--- src/rtl/rd_adc_pkg.sv ---
// rd_adc_pkg: types and helpers shared across the sigma-delta ADC stages.
//   state_t  : decimator window FSM states (IDLE / RUN / HOLD)
//   decim_dw : sample width for a 2^osr_log2 window; holds the values 0..M
package rd_adc_pkg;

  typedef enum logic [1:0] {
    IDLE = 2'd0,
    RUN  = 2'd1,
    HOLD = 2'd2
  } state_t;

  // One more bit than log2(M) so an all-ones window (value M) fits.
  function automatic int decim_dw(input int osr_log2);
    return osr_log2 + 1;
  endfunction

endpackage

--- src/rtl/rd_decim_outreg.sv ---
// rd_decim_outreg: holding register for decimated samples with a valid/ready
// handshake toward the sample consumer.
//   CLK, CLRbar         : clock, async active-high reset
//   load_req, sample    : one-cycle pulse with the finished window's sample
//   DREADY              : consumer takes DOUT on an edge with DVALID && DREADY
//   DOUT, DVALID        : registered sample and its valid flag
//   OVR                 : sticky drop flag (only when DECIM_OVERRUN_EN is defined)
// Configuration macro: DECIM_OVERRUN_EN.
module rd_decim_outreg #(
  parameter int DW = 9
) (
  input  logic          CLK,
  input  logic          CLRbar,
  input  logic          load_req,
  input  logic [DW-1:0] sample,
  input  logic          DREADY,
  output logic [DW-1:0] DOUT,
  output logic          DVALID
`ifdef DECIM_OVERRUN_EN
  ,
  output logic          OVR
`endif
);

  logic take, load;

  assign take = DVALID && DREADY;
  // A held sample that is accepted on this edge frees the slot for reload.
  assign load = load_req && (!DVALID || DREADY);

  always_ff @(posedge CLK or posedge CLRbar) begin
    if (CLRbar) begin
      DOUT   <= '0;
      DVALID <= 1'b0;
    end else if (load) begin
      DOUT   <= sample;
      DVALID <= 1'b1;
    end else if (take) begin
      // DOUT deliberately keeps its last value after acceptance.
      DVALID <= 1'b0;
    end
  end

`ifdef DECIM_OVERRUN_EN
  // Cleared only by reset; START does not touch it.
  always_ff @(posedge CLK or posedge CLRbar) begin
    if (CLRbar)
      OVR <= 1'b0;
    else if (load_req && DVALID && !DREADY)
      OVR <= 1'b1;
  end
`endif

endmodule

--- src/rtl/rd_sd_decimator.sv ---
// rd_sd_decimator: sinc1 decimator; counts ones in the 1-bit modulator stream
// over windows of M = 2^OSR_LOG2 enabled clocks, one sample per window.
//   CLK, CLRbar   : clock, async active-high reset
//   BIT_IN        : modulator bit (registered upstream)
//   EN            : accumulate enable; low pauses the window
//   START         : one-cycle pulse discarding the partial window
//   DOUT, DVALID  : sample and valid; DREADY accepts it
//   OVR           : sticky overrun flag (only when DECIM_OVERRUN_EN is defined)
// Configuration macro: DECIM_OVERRUN_EN.
module rd_sd_decimator
  import rd_adc_pkg::*;
#(
  parameter  int OSR_LOG2 = 8,
  localparam int DW       = decim_dw(OSR_LOG2)
) (
  input  logic          CLK,
  input  logic          CLRbar,
  input  logic          BIT_IN,
  input  logic          EN,
  input  logic          START,
  input  logic          DREADY,
  output logic [DW-1:0] DOUT,
  output logic          DVALID
`ifdef DECIM_OVERRUN_EN
  ,
  output logic          OVR
`endif
);

  if (OSR_LOG2 < 2 || OSR_LOG2 > 12) begin : g_bad_osr
    $error("OSR_LOG2 must be in 2..12");
  end

  localparam logic [OSR_LOG2-1:0] CNT_LAST = '1;  // M-1

  state_t                state, state_nxt;
  logic [DW-1:0]         acc;
  logic [OSR_LOG2-1:0]   cnt;
  logic                  accum, win_end;
  logic [DW-1:0]         sample;

  // START outranks accumulation; EN alone decides whether an edge counts
  // (IDLE and HOLD both count the bit on the edge EN is seen high).
  assign accum   = EN && !START;
  assign win_end = accum && (cnt == CNT_LAST);
  assign sample  = acc + {{(DW-1){1'b0}}, BIT_IN};

  always_ff @(posedge CLK or posedge CLRbar) begin
    if (CLRbar) state <= IDLE;
    else        state <= state_nxt;
  end

  always_comb begin
    state_nxt = state;
    if (START) begin
      state_nxt = EN ? RUN : IDLE;
    end else begin
      case (state)
        IDLE:    if (EN)  state_nxt = RUN;
        RUN:     if (!EN) state_nxt = HOLD;
        HOLD:    if (EN)  state_nxt = RUN;
        default: state_nxt = IDLE;
      endcase
    end
  end

  always_ff @(posedge CLK or posedge CLRbar) begin
    if (CLRbar) begin
      acc <= '0;
      cnt <= '0;
    end else if (START) begin
      acc <= '0;
      cnt <= '0;
    end else if (accum) begin
      acc <= win_end ? '0 : sample;
      cnt <= cnt + 1'b1;  // wraps to 0 at window end
    end
  end

  rd_decim_outreg #(.DW(DW)) u_outreg (
    .CLK      (CLK),
    .CLRbar   (CLRbar),
    .load_req (win_end),
    .sample   (sample),
    .DREADY   (DREADY),
    .DOUT     (DOUT),
    .DVALID   (DVALID)
`ifdef DECIM_OVERRUN_EN
    ,
    .OVR      (OVR)
`endif
  );

endmodule

--- config.mk ---
export PLATFORM = sky130hd
export DESIGN_NAME = rd_sd_decimator
export DESIGN_NICKNAME = d
export VERILOG_FILES = /design/src/rtl/rd_adc_pkg.sv /design/src/rtl/rd_decim_outreg.sv /design/src/rtl/rd_sd_decimator.sv
export SDC_FILE = /design/constraint.sdc
export NUM_CORES = 1
export LEC_CHECK = 0
export ABC_AREA = 1
export ABC_CLOCK_PERIOD_IN_PS = 1500
export CORE_MARGIN = 2
export CORE_UTILIZATION = 25
export CTS_BUF_LIST = sky130_fd_sc_hd__clkbuf_8 sky130_fd_sc_hd__clkbuf_16
export DETAILED_ROUTE_END_ITERATION = 12
export PLACE_DENSITY = 0.41
export RECOVER_POWER = 50
export SLEW_MARGIN = 5
export SYNTH_ARGS = -nofsm -noshare
export SYNTH_HDL_FRONTEND = slang
export SYNTH_SLANG_ARGS = --single-unit
export TNS_END_PERCENT = 1
--- constraint.sdc ---
create_clock -name CLK -period 1.5 [get_ports CLK]
set_input_delay 0.3 -clock CLK [delete_from_list [all_inputs] [get_ports CLK]]
set_output_delay 0.3 -clock CLK [all_outputs]
set_load 0.005 [all_outputs]
==> impl_metrics.ini <==
[run_status]
run_status = finished clean

[yosys]
yosys.area.top_type = sky130_fd_sc_hd__dfrtp_1
syn_avg_cell_area_um2 = 7.71
cell_types_with_the_highest_counts_after_synthesis = 85 x sky130_fd_sc_hd__nand2_1, 27 x sky130_fd_sc_hd__dfrtp_1, 18 x sky130_fd_sc_hd__inv_1
synthesis.yosys.warnings = 0
yosys_most_used_dff = sky130_fd_sc_hd__dfrtp_1
synthCells = 181
postSynthNetCount = 191
post_synth_main_area_contributors = sky130_fd_sc_hd__dfrtp_1 48%, sky130_fd_sc_hd__nand2_1 23%, sky130_fd_sc_hd__inv_1 4.8%, sky130_fd_sc_hd__nor2_1 3.8%, sky130_fd_sc_hd__ha_1 3.6%
yosysSeqAreaShare_pct = 48.4
syn-cell-area_mm2 = 0.00140
synth_seq_cells = 27
yosys.area.top_type_share_pct = 48.4
synth_cell_type_count = 20
yosys.cell_count.top_type = sky130_fd_sc_hd__nand2_1
post_synth_edffs = 0
asyncSetResetFlopFracSynth_pct = 100

[placement]
postPlaceCellArea_mm2 = 0.00173
pre_cts_ws_ns = -0.336
port_buffers = 15
place.detailed.hpwl_um = 2090
place_congestion = 0.779

[critical_path]
critPathRequiredTime_ns = 1.20
r2r_cells = 7
worst_path_maximum_fanout = 2
setup.reg_to_reg.worst_slack_ns = 0.14
rr_startpoint = cnt[0]
setup.worst_path.start_class = flop
cp.arrival_ns = 1.13
crit_path_cell_trace = clkdlybuf4s50_1
setup.worst_path.class = reg2out
buffers_and_inverters_on_the_worst_path = 1
cp_top_family = buffers and inverters
rr_endpoint = u_outreg.DOUT[0]
worstSetupEndpointType = output port
cp_slowest_stage_delay_ns = 0.50
crit_path_top_delay_cell = sky130_fd_sc_hd__clkdlybuf4s50_1

[sta]
clock-skew-final_ns = 0.00924
max-slew-margin-rel_pct = 51.9
report.final.hold_viol_count = 0
timing_worst_slew_pin_value_ns = 0.721
pnr_worst_setup_slack_ns = 0.0650
max_freq_mhz = 697
setup_violations = 0
hold_ws_ns = 0.456
maxSlewViolCount = 0
timing.final.crit_share_pct = 95.7
grt_setup_unrepaired = no
finalWorstPathRequiredPeriod_ns = 1.43

[floorplan]
die-width_um = 78.7
total_die_area_mm2 = 0.00619
die_h_um = 78.7
fp-row-count = 27
effective_utilization_at_floorplan_pct = 25.6
pin_count = 16
core_mm2 = 0.00544

[finish]
final_cell_area_mm2 = 0.00181
antenna_cells = 0
finish.utilization_pct = 33.2
syn_to_final_growth_pct = 29.4
num-nets-final = 221
drive_above_1_share_pct = 14.3

[power_and_ir_drop]
totalPowerFinal_mw = 1.26
vdd_ir_drop_max_mv = 0.374
power.leakage_nw = 0.907
power_density_mw_per_mm2 = 698

[clocking]
tritoncts = built
h-tree-depth = 1
cts_max_path_buffers = 2
clock_slew_at_reported_path_ffs_ns = 0.09
ctsHoldBuffers = 0
ctsRootBufferMaster = sky130_fd_sc_hd__clkbuf_8
cts-buffers-inserted = 3
clock_latency_ns = 0.28
cts.repair_timing.setup_buffer_count = 0
clock_sinks = 27

[route]
viasPerCell = 4.09
postRouteAntennaNets = 0
detail_route.iter0.violations = 25
dr.pass1.iters = 4
drt-total-wl_um = 3030
drc = 0
count_of_vias_placed_by_the_detailed_router = 1152
route.detailed.wl_per_inst_um = 10.7

[hold_path]
timing.hold.worst_endpoint = acc[0]
timing.hold.worst.start = BIT_IN
holdPathStages = 4
hold_path_class = in2reg

[grt]
vias_in_the_first_global_route = 1126
grt_overflow = 0
track_usage_pct = 10.6
grt_max_degree = 28
grt_pass1_wl_um = 5240
antenna_found_initial = 0

[job]
maxCapViolCount = 0
## power breakdown
part           total [mW]  internal (mW)  switching [mW]
Sequential          0.742          0.735         0.00686
Clock               0.427          0.186           0.241
Combinational      0.0908         0.0397          0.0511
## cells by family (layout without fill, tap and decap cells)
logic type	count (synthesis)	in the layout	share of synthesized area [%]
AO/OA/AOI/OAI	8	8	4.13
XOR/XNOR	3	3	1.88
adder cells (fa/ha/maj)	4	4	3.59
buffers and inverters	20	48	5.65
flip-flops	27	27	48.4
AND/OR/NAND/NOR	119	120	36.3
## what timing repair did
action                                  4_1_cts  5_1_grt
resized for setup                             1       13
pin swaps                                     0        3
endpoints found under the setup margin        4       15
gates cloned                                  0        1
## routing by layer
layer / GRT usage, % / vias up / wire (um)
li1: - / 614 / -
met1: 13.0 / 527 / 1410
met2: 18.7 / 9 / 1520
met3: 2.84 / 2 / 77
met4: 2.28 / 0 / 20
met5: 0 / - / 0
## worst max-delay path by stage
stage | cells after the start | end | start
final | 1 | DOUT[6] | u_outreg.DOUT[6]
after global routing | 1 | DOUT[4] | u_outreg.DOUT[4]
after CTS | 10 | u_outreg.DOUT[6] | BIT_IN
after detailed placement | 10 | u_outreg.DOUT[6] | BIT_IN
after global placement | 10 | u_outreg.DOUT[6] | BIT_IN
after floorplan | 9 | u_outreg.DOUT[6] | acc[0]
## stage by stage
| stage | cells | TNS [ns] |
|---|---|---|
| 4_1_cts | 281 | 0 |
| 5_1_grt | 282 | 0 |
| 3_3_place_gp | 277 | -3.24 |
| 3_5_place_dp | 277 | -3.34 |
| 2_1_floorplan | 181 | 0 |
| 6_report | 282 | 0 |
## state kept, by name, summed over array words and instances (netlist names)
name	cells
u_outreg.DVALID	1
u_outreg.DOUT	9
cnt	8
acc	9
## cell usage in the layout (no fill, tap or decap), drive strengths merged, types with 2 or more instances in the layout
cell type,count
inv,19
o21ai,2
nor3,3
dlymetal6s2s,2
dlygate4sd3,2
nor2,21
clkdlybuf4s50,9
clkdlybuf4s25,2
dfrtp,27
buf,9
nand4,3
nand3,7
ha,4
xor2,3
nand2,85
a21oi,4
clkbuf,4
## cell type report
class	count	area [um2]
tap	72	90.1
clock inverter	1	5.00
multi-input combinational	135	682
timing repair buffer	25	240
clock buffer	3	41.3
inverter	19	71.3
fill	598	3630
sequential	27	676
No activity file was read; power rests on OpenSTA's default activity.
